`config.mk`:
```
export PLATFORM = sky130hd
export DESIGN_NAME = imem_loader
export DESIGN_NICKNAME = d
export VERILOG_FILES = /design/src/rtl/imem_pkg.sv /design/src/rtl/imem_byte_packer.sv /design/src/rtl/imem_loader.sv
export SDC_FILE = /design/constraint.sdc
export NUM_CORES = 1
export LEC_CHECK = 0
export CAP_MARGIN = 30
export CORE_ASPECT_RATIO = 0.75
export CORE_UTILIZATION = 40
export CTS_BUF_LIST = sky130_fd_sc_hd__clkbuf_16
export DETAILED_ROUTE_END_ITERATION = 10
export DONT_BUFFER_PORTS = 1
export GPL_TIMING_DRIVEN = 0
export SYNTH_ARGS = -nofsm -noshare
export SYNTH_HDL_FRONTEND = slang
export SYNTH_HIERARCHICAL = 1
export SYNTH_SLANG_ARGS = --single-unit
```
`constraint.sdc`:
```
create_clock -name clk_i -period 4 [get_ports clk_i]
set_input_delay 0.4 -clock clk_i [delete_from_list [all_inputs] [get_ports clk_i]]
set_output_delay 0.4 -clock clk_i [all_outputs]
set_load 0.03 [all_outputs]
```
`src/rtl/imem_pkg.sv`:
```
// Shared constants and the loader state encoding for the instruction-memory loader.
// Latency: n/a (package only).
// Backpressure: n/a (package only).
//
// Contents: memory geometry (MEM_BYTES, WORD_BYTES, MAX_WORDS) and ld_state_e.
package imem_pkg;

   localparam int MEM_BYTES  = 256;
   localparam int WORD_BYTES = 4;
   localparam int MAX_WORDS  = MEM_BYTES / WORD_BYTES;

   typedef enum logic [1:0] {
      ST_IDLE,
      ST_RECV,
      ST_WRITE,
      ST_DONE
   } ld_state_e;

endpackage

```
`src/rtl/imem_byte_packer.sv`:
```
// Assembles four consecutive stream bytes into one little-endian 32-bit word.
// Latency: a byte is visible in word_o the cycle after it is accepted.
// Backpressure: none of its own; byte_vld_i must already be the accepted handshake.
//
// Ports:
//   clk_i, rst_i    clock and synchronous active-high reset
//   clr_i           restart assembly at byte 0 (new load)
//   byte_vld_i      byte_dat_i is consumed this cycle
//   byte_dat_i      stream byte
//   word_o          assembly register, byte k in bits [8k+7:8k]
//   word_done_o     the byte consumed this cycle completes the word
module imem_byte_packer
   import imem_pkg::*;
(
   input  logic        clk_i,
   input  logic        rst_i,
   input  logic        clr_i,
   input  logic        byte_vld_i,
   input  logic [7:0]  byte_dat_i,
   output logic [31:0] word_o,
   output logic        word_done_o
);

   localparam int IDX_W = $clog2(WORD_BYTES);

   logic [IDX_W-1:0] idx_q;
   logic [31:0]      word_q;

   always_ff @(posedge clk_i) begin
      if (rst_i || clr_i) begin
         idx_q  <= '0;
         word_q <= '0;
      end else if (byte_vld_i) begin
         word_q[8*idx_q +: 8] <= byte_dat_i;
         // Index wraps to 0 naturally after the last byte of a word.
         idx_q                <= idx_q + 1'b1;
      end
   end

   assign word_o      = word_q;
   assign word_done_o = byte_vld_i && (idx_q == IDX_W'(WORD_BYTES - 1));

endmodule

```
`src/rtl/imem_loader.sv`:
```
// Loads a program from a byte stream into instruction memory, one word write per 4 bytes.
// Latency: 5 cycles per word (4 receive + 1 write); start-to-done 5*N+1 cycles.
// Backpressure: in_ready_o is high only while receiving; the source holds bytes otherwise.
//
// Ports:
//   clk_i, rst_i              clock and synchronous active-high reset
//   start_i, word_count_i     load request and program length in words
//   in_valid_i, in_data_i     byte stream, ascending byte address order
//   in_ready_o                byte accepted when in_valid_i & in_ready_o
//   mem_we_o, mem_addr_o,
//   mem_wdata_o               instruction-memory word write port
//   busy_o                    load in progress (CPU fetch stall)
//   done_o                    one-cycle completion pulse
module imem_loader #(
   parameter int MEM_BYTES = imem_pkg::MEM_BYTES,
   parameter int MAX_WORDS = imem_pkg::MAX_WORDS
) (
   input  logic        clk_i,
   input  logic        rst_i,
   input  logic        start_i,
   input  logic [6:0]  word_count_i,
   input  logic        in_valid_i,
   input  logic [7:0]  in_data_i,
   output logic        in_ready_o,
   output logic        mem_we_o,
   output logic [31:0] mem_addr_o,
   output logic [31:0] mem_wdata_o,
   output logic        busy_o,
   output logic        done_o
);

   import imem_pkg::*;

   // Cap the count so the last write address stays within the memory.
   localparam int CAP_WORDS = (MAX_WORDS * WORD_BYTES > MEM_BYTES) ?
                              (MEM_BYTES / WORD_BYTES) : MAX_WORDS;
   localparam logic [6:0] CAP = 7'(CAP_WORDS);

   ld_state_e   state_q, state_d;
   logic [6:0]  cnt_q, cnt_d;
   logic [6:0]  widx_q, widx_d;
   logic [31:0] addr_q, addr_d;
   logic        in_ready_q, mem_we_q, busy_q, done_q;

   logic        pk_clr;
   logic        byte_acc;
   logic        word_done;
   logic [31:0] pk_word;

   assign byte_acc = in_valid_i && in_ready_q;

   imem_byte_packer u_packer (
      .clk_i       (clk_i),
      .rst_i       (rst_i),
      .clr_i       (pk_clr),
      .byte_vld_i  (byte_acc),
      .byte_dat_i  (in_data_i),
      .word_o      (pk_word),
      .word_done_o (word_done)
   );

   always_comb begin
      state_d = state_q;
      cnt_d   = cnt_q;
      widx_d  = widx_q;
      addr_d  = addr_q;
      pk_clr  = 1'b0;
      unique case (state_q)
         ST_IDLE: begin
            if (start_i) begin
               cnt_d   = (word_count_i > CAP) ? CAP : word_count_i;
               widx_d  = '0;
               pk_clr  = 1'b1;
               state_d = (word_count_i == 7'd0) ? ST_DONE : ST_RECV;
            end
         end
         ST_RECV: begin
            if (word_done) begin
               addr_d  = {23'd0, widx_q, 2'b00};
               state_d = ST_WRITE;
            end
         end
         ST_WRITE: begin
            widx_d  = widx_q + 7'd1;
            state_d = (widx_d == cnt_q) ? ST_DONE : ST_RECV;
         end
         ST_DONE: begin
            state_d = ST_IDLE;
         end
         default: state_d = ST_IDLE;
      endcase
   end

   // Outputs are registered from the next state so they change only on the clock edge.
   always_ff @(posedge clk_i) begin
      if (rst_i) begin
         state_q    <= ST_IDLE;
         cnt_q      <= '0;
         widx_q     <= '0;
         addr_q     <= '0;
         in_ready_q <= 1'b0;
         mem_we_q   <= 1'b0;
         busy_q     <= 1'b0;
         done_q     <= 1'b0;
      end else begin
         state_q    <= state_d;
         cnt_q      <= cnt_d;
         widx_q     <= widx_d;
         addr_q     <= addr_d;
         in_ready_q <= (state_d == ST_RECV);
         mem_we_q   <= (state_d == ST_WRITE);
         busy_q     <= (state_d != ST_IDLE);
         done_q     <= (state_d == ST_DONE);
      end
   end

   assign in_ready_o  = in_ready_q;
   assign mem_we_o    = mem_we_q;
   assign mem_addr_o  = addr_q;
   assign mem_wdata_o = pk_word;
   assign busy_o      = busy_q;
   assign done_o      = done_q;

endmodule
```
After elaboration in Yosys (flattened, before gate mapping). Cells that the tools add are included.

Reduce and logical (&&, ||, !) cells: 10. Multiply operators: 0. $add $sub $neg: 3. Div/mod/pow operators: 0. Eq/ne operators: 9. Multiplexer cells: 11. Bitwise logic cells: 0. $lt $le $gt $ge: 1. Shift-type cells: 2.

Operators by type and width (count): $neg 5->34 (1); $shift 8x34->32 const A (1); $shiftx 8x34->32 (1); $bwmux 32 (1); $mux 7 (2); $pmux 7 s2 (1); $eq 2x2->1 const B (5); $mux 2 (4); $pmux 2 s4 (1); $add 7x1->7 const B (1); $eq 7x7->1 (1); $gt 7x7->1 const B (1); $logic_not 7->1 (1); $reduce_and 2->1 (3); $eq 2x1->1 const B (2); $reduce_bool 2->1 (2); $add 2x1->2 const B (1); $logic_and 1x1->1 (2); $logic_not 2->1 (1); $mux 1 (2); $ne 2x2->1 const B (1); $logic_or 1x1->1 (1).

Logic and storage cells: 46. Latch bits: 0. ROM bits: 0. Flip-flop bits (word level): 61. Memories: 0. Input port bits: 19. Output and inout port bits: 68. Bits in writable memories: 0.

Longest topological paths before layout. Gate-level depths: netlist (run 1).

Word-level depth: 5. Gate-level depth with buffers: 9.

Cells and area by module. The synthesis (run 1) kept the hierarchy.

Modules (own cells, without submodules): imem_loader (area each 1455.1 um^2, instances 1, sequential area each 540.5 um^2, cells an instance 172); imem_byte_packer (area each 1396.3 um^2, instances 1, sequential area each 680.7 um^2, cells an instance 150).

Worst setup path after synthesis (run 1). No wires, ideal clock.

Kind: reg-to-reg. From: reg u_packer.idx_q[0]. To: reg u_packer.word_q[16] (netlist: u_packer/word_o[16]). Arrival time: 1.849 ns. Clock period less this slack: 1.966 ns. Slack: 2.034 ns. Cell stages (with the launch flop): 8. Path through: dfxtp_1 clkinv_1 ha_1 and3b_1 buf_6 and3_4 buf_6 a32o_1.

Cells in the longest elaborated chain, start to end: 3.

Ends and longest elaborated chain: start: declaration (RTL line imem_byte_packer.sv:26) `logic [IDX_W-1:0] idx_q;`; start signal: assignment (RTL line imem_byte_packer.sv:36) `idx_q <= idx_q + 1'b1;`; $neg 5->34 * (RTL line imem_byte_packer.sv:34) `word_q[8*idx_q +: 8] <= byte_dat_i;`; $shiftx 8x34->32 / $shift 8x34->32 (equally long branches) (RTL line imem_byte_packer.sv:34); $bwmux 32 * (RTL line imem_byte_packer.sv:34); end signal: indexed assignment (RTL line imem_byte_packer.sv:34); end: declaration (RTL line imem_byte_packer.sv:27) `logic [31:0] word_q;`.

Every way passes the cells marked *; elsewhere a longest branch is shown, timed or not. A chain may end at the register's enable or synchronous reset.

Worst setup path after layout (run 1).
From: reg in_ready_q (netlist: in_ready_o). To: reg mem_we_q (netlist: mem_we_o).

Cells in the longest elaborated chain, start to end: 5.

Ends and longest elaborated chain: start: declaration (RTL line imem_loader.sv:43) `logic in_ready_q, mem_we_q, busy_q, done_q;`; start signal: assignment (RTL line imem_loader.sv:110) `in_ready_q <= (state_d == ST_RECV);`; $logic_and 1x1->1 (RTL line imem_loader.sv:50) `assign byte_acc = in_valid_i && in_ready_q;`; named net byte_acc (RTL line imem_loader.sv:46) `logic byte_acc;`; $logic_and 1x1->1 (RTL line imem_byte_packer.sv:41) `assign word_done_o = byte_vld_i && (idx_q == IDX_W'(WORD_BYTES - 1));`; named net word_done (RTL line imem_loader.sv:47) `logic word_done;`; $mux 2 (RTL line imem_loader.sv:78) `if (word_done) begin`; $pmux 2 s4 (RTL line imem_loader.sv:68) `unique case (state_q)`; $eq 2x2->1 (RTL line imem_loader.sv:111) `mem_we_q <= (state_d == ST_WRITE);`; end signal: assignment (RTL line imem_loader.sv:111); end: declaration (RTL line imem_loader.sv:43).

The timed path passes the listed nets, and every way through them passes these cells.

==> out/summary.log, run 1 <==
INFO  floorplanning  io_pins=87
INFO  sta            finalHoldViolations=0
INFO  global_route   number_of_global_route_vias_before_repair=1,937
INFO  final_layout   share_of_layout_cells_above_drive_strength_1=0.1630
INFO  synthesis      avgSynthCellArea=8.856µm²
INFO  synthesis      synth_sequential_area_ratio=0.4283
INFO  run_status     result_of_the_run=finished, final reports clean
INFO  sta            final_period_minus_worst_setup_slack=2.245ns
INFO  final_layout   antenna_cells_inserted=0
INFO  route          wl=6.614mm
INFO  final_layout   area_growth_syn_to_layout=17.99%
INFO  placed_design  detailed_placement_wirelength_estimate=4.880mm
INFO  sta            max_slew_margin_vs_limit=0.5938
INFO  cts            post_cts_resize_count=0
INFO  sta            post-route-period-util=0.5613
INFO  cts            clock_insertion_delay_worst_skew=0.33ns
INFO  placed_design  placement.io_buffers=0
INFO  synthesis      synth_area=2851µm²
INFO  synthesis      ys_ff_latch=61
INFO  synthesis      synthAdderAreaFrac=0.02633
INFO  route          drt-wirelength-per-cell=14.38µm
INFO  sta            fmax=445.4MHz
INFO  critical_path  crit_path_max_fanout=10
INFO  critical_path  timing.reg2reg.setup_slack=1.75ns
INFO  critical_path  setup_crit_start_kind=register
INFO  synthesis      edff_count_synth=0
INFO  route          first_iter_violations=202
INFO  synthesis      synth-simple-area-share=0.2211
INFO  floorplanning  core-area=6864µm²
INFO  cts            h_tree_depth_reported_by_cts=3
INFO  global_route   grt_antenna_before_repair=0
INFO  floorplanning  start_util=0.4154
INFO  critical_path  critPathRequiredTime=4.19ns
INFO  placed_design  pre_cts_ws=1.761ns
INFO  synthesis      compound_cell_area_share_of_the_yosys_netlist=0.1351
INFO  critical_path  critical_path_arrival=2.44ns
INFO  power_and_ir_drop p_per_area=449.3nW/µm²
INFO  global_route   wire_length_of_the_first_global_routing_pass=10.12mm
INFO  global_route   globalRouteTotalUtil=0.1787
INFO  power_and_ir_drop fin_total_pwr=1.512mW
INFO  synthesis      yosys_warning_total=6
INFO  sta            worst_slack=1.755ns
INFO  floorplanning  dieHeight=75.12µm
INFO  power_and_ir_drop leakage=1.362nW
INFO  cts            post-cts-setup-buffer-count=0
INFO  cts            cts_inserted_buffers=9
INFO  floorplanning  floorplan.rows=26
INFO  synthesis      synth_cell_types=45
INFO  final_layout   final_nets=382
INFO  global_route   pin_count_of_the_biggest_net_entering_global_routing=13
INFO  sta            clock_skew=0.005958ns
INFO  placed_design  gp_congestion=0.8724
INFO  cts            cts-hold-fix-buffers=0
INFO  synthesis      synth_mux_area_frac=0.03642
INFO  sta            setup_repair_after_global_routing_missed_its_margin=false
INFO  synthesis      synthesis.instances=322
INFO  route          detail_route.first_pass.iterations=4
INFO  synthesis      synth_xor_xnor_area_share=0.03072
INFO  route          routed-via-count=2,280
INFO  route          drcViolationCount=0
INFO  route          antenna_violating_nets_post_route=0
INFO  cts            clock-sinks=61
INFO  floorplanning  die-width=99.50µm
INFO  final_layout   layout_common_cells=sky130_fd_sc_hd__dfxtp_1, sky130_fd_sc_hd__nand2_1, sky130_fd_sc_hd__a21oi_1, sky130_fd_sc_hd__nor2_1
INFO  sta            report.final.setup_viol=0
INFO  cts            tritoncts=done
INFO  synthesis      combinational_family_with_the_most_area_after_synthesis=simple AND/OR/NAND/NOR gates
INFO  hold_path      min-delay-path-class=input pin to register
INFO  cts            clockRootBuffer=sky130_fd_sc_hd__clkbuf_16
INFO  cts            cts-root-to-sink-buffers=2
INFO  synthesis      synth_top_flop_cell=sky130_fd_sc_hd__dfxtp_1
INFO  power_and_ir_drop peakVddDrop=0.0001742V
INFO  sta            timing.setup.tns=0ns
INFO  final_layout   finish.cell_count_without_fillers=460
INFO  route          route.detailed.vias_per_inst=4.957
INFO  placed_design  placed_cells=444
INFO  global_route   gr-total-overflow=0
INFO  run            cap_viol_max_count=0
INFO  final_layout   final_core_utilization=0.4902
INFO  critical_path  critical_path.endpoint_type=register
INFO  cts            clkSlewWorstSetupHoldPaths=0.06ns
INFO  sta            actual_slew_at_the_worst_max_slew_pin=0.6094ns
INFO  sta            slew_violations=0
INFO  final_layout   layout_commonest_cell=sky130_fd_sc_hd__dfxtp_1
INFO  floorplanning  die_area=7474µm²
INFO  critical_path  setup.worst_path.class=register to register
INFO  synthesis      async_set_or_reset_flop_fraction_in_the_synthesized_netlist=0
-- sequential cells by signal, summed over array words and instances, names as in the netlist --
| signal | flops |
|---|---|
| mem_addr_o | 7 |
| busy_o | 1 |
| widx_q | 7 |
| in_ready_o | 1 |
| cnt_q | 7 |
| u_packer/word_o | 32 |
| done_o | 1 |
| u_packer/idx_q | 2 |
| mem_we_o | 1 |
| state_q | 2 |
-- report_power, final --
part | leakage [nW] | switching, mW | total [mW] | internal [mW]
Clock | 0.140 | 0.283 | 0.766 | 0.483
Combinational | 0.729 | 0.0771 | 0.116 | 0.0389
Sequential | 0.493 | 0.0134 | 0.629 | 0.616
-- metal layers --
layer,track usage,up-vias,routed length [µm]
met5,0,-,0
met4,0.06699,0,88
met3,0.08542,10,796
met2,0.2369,90,2566
met1,0.2476,1030,3163
li1,-,1150,-
-- cells by family after synthesis --
group | after synthesis
AO/OA/AOI/OAI | 58
AND/OR/NAND/NOR | 123
XOR/XNOR | 10
other | 1
multiplexers | 10
flip-flops | 61
buffers and inverters | 53
adder cells (fa/ha/maj) | 6
-- cells in the mapped netlist (2+ instances only) --
cell type / number / area share
sky130_fd_sc_hd__inv_1: 4 / 0.0053
sky130_fd_sc_hd__nand2b_1: 2 / 0.0044
sky130_fd_sc_hd__nand4_1: 15 / 0.033
sky130_fd_sc_hd__clkinv_1: 2 / 0.0026
sky130_fd_sc_hd__xnor2_1: 5 / 0.015
sky130_fd_sc_hd__nor2b_1: 3 / 0.0066
sky130_fd_sc_hd__a211oi_1: 2 / 0.0053
sky130_fd_sc_hd__dfxtp_1: 61 / 0.43
sky130_fd_sc_hd__a22oi_1: 6 / 0.016
sky130_fd_sc_hd__a32oi_1: 2 / 0.0061
sky130_fd_sc_hd__a21oi_1: 33 / 0.058
sky130_fd_sc_hd__buf_4: 25 / 0.066
sky130_fd_sc_hd__a32o_1: 8 / 0.028
sky130_fd_sc_hd__clkbuf_1: 10 / 0.013
sky130_fd_sc_hd__a21o_1: 2 / 0.0053
sky130_fd_sc_hd__nand3_1: 4 / 0.0070
sky130_fd_sc_hd__and3b_1: 2 / 0.0061
sky130_fd_sc_hd__ha_1: 6 / 0.026
sky130_fd_sc_hd__nor2_1: 32 / 0.042
sky130_fd_sc_hd__mux2_2: 3 / 0.012
sky130_fd_sc_hd__mux2i_1: 7 / 0.025
sky130_fd_sc_hd__nand2_1: 37 / 0.049
sky130_fd_sc_hd__xor2_1: 5 / 0.015
sky130_fd_sc_hd__buf_2: 4 / 0.0070
sky130_fd_sc_hd__nand4b_1: 7 / 0.022
sky130_fd_sc_hd__nor3_1: 4 / 0.0070
sky130_fd_sc_hd__buf_6: 6 / 0.024
sky130_fd_sc_hd__and2_1: 2 / 0.0044
sky130_fd_sc_hd__nand3b_1: 7 / 0.018
-- per-stage QoR --
step / instance area [µm²] / hold WS [ns]
after CTS: 3364 / 0.2147
after global routing: 3364 / 0.2148
after global placement: 3064 / 0.4568
final: 3364 / 0.2252
after detailed placement: 3064 / 0.4642
after floorplan: 2942 / 0.4434
-- worst paths after layout --
path,start,cells past startpoint,to
max,in_ready_o,9,mem_we_o
min,in_data_i[4],1,u_packer/word_o[20]
max reg2reg,in_ready_o,9,mem_we_o
min reg2reg,cnt_q[0],2,cnt_q[0]
-- cell type report --
type / instances / area [µm²]
fill: 674 / 3500
sequential: 61 / 1221
multi-input combinational: 232 / 1376
clock inverter: 7 / 75.07
tap: 98 / 122.6
clock buffer: 9 / 225.2
inverter: 6 / 22.52
buffer: 47 / 321.6
-- worst max-delay path: stages, from the launching register on --
cell                       delay, ns
sky130_fd_sc_hd__dfxtp_1        0.41
sky130_fd_sc_hd__and2_1         0.20
sky130_fd_sc_hd__buf_6          0.14
sky130_fd_sc_hd__nand2_1        0.25
sky130_fd_sc_hd__inv_1          0.11
sky130_fd_sc_hd__nand3b_1       0.10
sky130_fd_sc_hd__buf_2          0.28
sky130_fd_sc_hd__o41ai_1        0.18
sky130_fd_sc_hd__a31oi_1        0.34
sky130_fd_sc_hd__nor3b_1        0.11
(Power assumes the default switching activity.)
==> run 2: changes to the inputs <==
- clock period: 4 -> 2.3 ns (I/O delays scaled with it)
==> run 2 against run 1 <==
Net effect:
- flip-flop and latch count unchanged
- sequential share of layout area fell by 0.14 points
- non-clock buffer count rose by 1
- die area unchanged
- critical path depth decreased by 2
- utilization is 0.24 points higher
- largest cell class unchanged
==> out/summary.log, run 2 (synthesis gave the netlist of run 1 again) <==
INFO  run_status     result_of_the_run=finished, final reports clean
INFO  floorplanning  io_pins=87
INFO  route          drt-wirelength-per-cell=14.48µm
INFO  floorplanning  die_area=7474µm²
INFO  final_layout   share_of_layout_cells_above_drive_strength_1=0.1736
INFO  power_and_ir_drop leakage=1.366nW
INFO  sta            timing.setup.tns=0ns
INFO  cts            clock-sinks=61
INFO  hold_path      holdPathStages=1
INFO  final_layout   layout_commonest_cell=sky130_fd_sc_hd__dfxtp_1
INFO  placed_design  placed_cells=444
INFO  floorplanning  die-width=99.50µm
INFO  cts            cts-root-to-sink-buffers=2
INFO  hold_path      min-delay-path-class=input pin to register
INFO  sta            max_slew_margin_vs_limit=0.6452
INFO  route          routed-via-count=2,293
INFO  power_and_ir_drop peakVddDrop=0.0003028V
INFO  critical_path  critical_path.endpoint_type=register
INFO  route          drcViolationCount=0
INFO  sta            fmax=460.2MHz
INFO  cts            clock_insertion_delay_worst_skew=0.33ns
INFO  critical_path  crit_path_max_fanout=11
INFO  sta            finalHoldViolations=0
INFO  route          detail_route.first_pass.iterations=4
INFO  global_route   number_of_global_route_vias_before_repair=1,937
INFO  cts            tritoncts=done
INFO  critical_path  critical_path_arrival=2.39ns
INFO  final_layout   final_nets=383
INFO  route          first_iter_violations=169
INFO  final_layout   area_growth_syn_to_layout=18.56%
INFO  critical_path  critPathRequiredTime=2.51ns
INFO  floorplanning  start_util=0.4154
INFO  power_and_ir_drop p_per_area=778.1nW/µm²
INFO  global_route   wire_length_of_the_first_global_routing_pass=10.12mm
INFO  final_layout   antenna_cells_inserted=0
INFO  final_layout   largest_register_ff_count=32
INFO  sta            report.final.setup_viol=0
INFO  floorplanning  dieHeight=75.12µm
INFO  sta            clock_skew=0.007231ns
INFO  global_route   globalRouteTotalUtil=0.1787
INFO  route          wl=6.677mm
INFO  global_route   grt_antenna_before_repair=0
INFO  floorplanning  floorplan.rows=26
INFO  cts            h_tree_depth_reported_by_cts=3
INFO  route          antenna_violating_nets_post_route=0
INFO  cts            cts_inserted_buffers=9
INFO  sta            final_period_minus_worst_setup_slack=2.173ns
INFO  final_layout   finish.cell_count_without_fillers=461
INFO  route          route.detailed.vias_per_inst=4.974
INFO  power_and_ir_drop pwr-share-clk=0.506
INFO  final_layout   fillers=669
INFO  power_and_ir_drop p_comb_frac=0.078
INFO  power_and_ir_drop swShare=0.2471
INFO  cts            clockRootBuffer=sky130_fd_sc_hd__clkbuf_16
INFO  cts            clkSlewWorstSetupHoldPaths=0.06ns
INFO  run            cap_viol_max_count=0
INFO  sta            fin_worst_hold_slack=0.05447ns
INFO  placed_design  gp_congestion=0.8724
INFO  critical_path  setup_crit_start_kind=register
INFO  floorplanning  core-area=6864µm²
INFO  power_and_ir_drop pwr-share-seq=0.416
INFO  placed_design  pre_cts_ws=0.06107ns
INFO  sta            slew_violations=0
INFO  placed_design  placement.io_buffers=0
INFO  power_and_ir_drop internal_power=1.981mW
INFO  cts            cts-hold-fix-buffers=0
INFO  critical_path  setup.worst_path.class=register to register
INFO  power_and_ir_drop power_switching=0.6500mW
INFO  critical_path  r2r_cells=7
INFO  sta            post-route-period-util=0.9447
INFO  critical_path  timing.reg2reg.setup_slack=0.13ns
INFO  global_route   gr-total-overflow=0
INFO  final_layout   layout_common_cells=sky130_fd_sc_hd__dfxtp_1, sky130_fd_sc_hd__nand2_1, sky130_fd_sc_hd__nor2_1, sky130_fd_sc_hd__a21oi_1, sky130_fd_sc_hd__buf_4
INFO  global_route   pin_count_of_the_biggest_net_entering_global_routing=13
INFO  sta            actual_slew_at_the_worst_max_slew_pin=0.5303ns
INFO  sta            worst_slack=0.1272ns
INFO  placed_design  detailed_placement_wirelength_estimate=4.880mm
==> run 2: stage by stage <==
step | total power [mW] | utilization | cell area [µm²]
3_5_place_dp | 1.317 | 0.4464 | 3064
4_1_cts | 2.659 | 0.4902 | 3364
3_3_place_gp | 1.315 | 0.4464 | 3064
6_report | 2.631 | 0.4925 | 3381
2_1_floorplan | 1.289 | - | 2942
5_1_grt | 2.730 | 0.4925 | 3381
==> run 2: area by class of cell <==
cell class                      count  area, µm²  share of cell area
Multi-Input combinational cell    232       1380              0.4082
Sequential cell                    61       1222              0.3616
Buffer                             47      321.6             0.09511
Clock buffer                        9      225.2             0.06662
Tap cell                           98      122.6             0.03627
Clock inverter                      7      75.07             0.02221
Inverter                            6      26.28            0.007772
Timing Repair Buffer                1      7.507            0.002221
==> run 2: path summary, 6_finish.rpt <==
check,from,endpoint
hold reg to reg,cnt_q[1],cnt_q[1]
hold / removal,in_data_i[3],u_packer/word_o[19]
setup / recovery,u_packer/idx_q[0],u_packer/word_o[18]
setup reg to reg,u_packer/idx_q[0],u_packer/word_o[18]
==> run 2: routing by layer <==
metal	share of wire	GRT usage	vias to the layer above
met4	0.013	0.06699	0
met1	0.48	0.2476	1034
met3	0.12	0.08542	10
met5	0	0	-
met2	0.39	0.2369	100
li1	-	-	1149
==> run 2: critical path, cell delays in order (launching register included) <==
cell	delay [ns]
sky130_fd_sc_hd__dfxtp_1	0.47
sky130_fd_sc_hd__clkinvlp_4	0.28
sky130_fd_sc_hd__ha_1	0.42
sky130_fd_sc_hd__and3b_1	0.22
sky130_fd_sc_hd__buf_6	0.13
sky130_fd_sc_hd__and3_4	0.16
sky130_fd_sc_hd__buf_6	0.13
sky130_fd_sc_hd__a32o_1	0.25
==> run 2: power groups by stage <==
stage | Clock (mW) | Combinational (mW) | Sequential [mW]
after floorplan | 0 | 0.175 | 1.11
after global placement | 0 | 0.198 | 1.12
after detailed placement | 0 | 0.200 | 1.12
after CTS | 1.36 | 0.201 | 1.09
after global routing | 1.41 | 0.221 | 1.10
final | 1.33 | 0.204 | 1.10
==> run 2: what timing repair did <==
action / CTS / global route
resized for setup: 0 / 3
setup endpoints to repair: 0 / 13
buffers inserted: 0 / 1
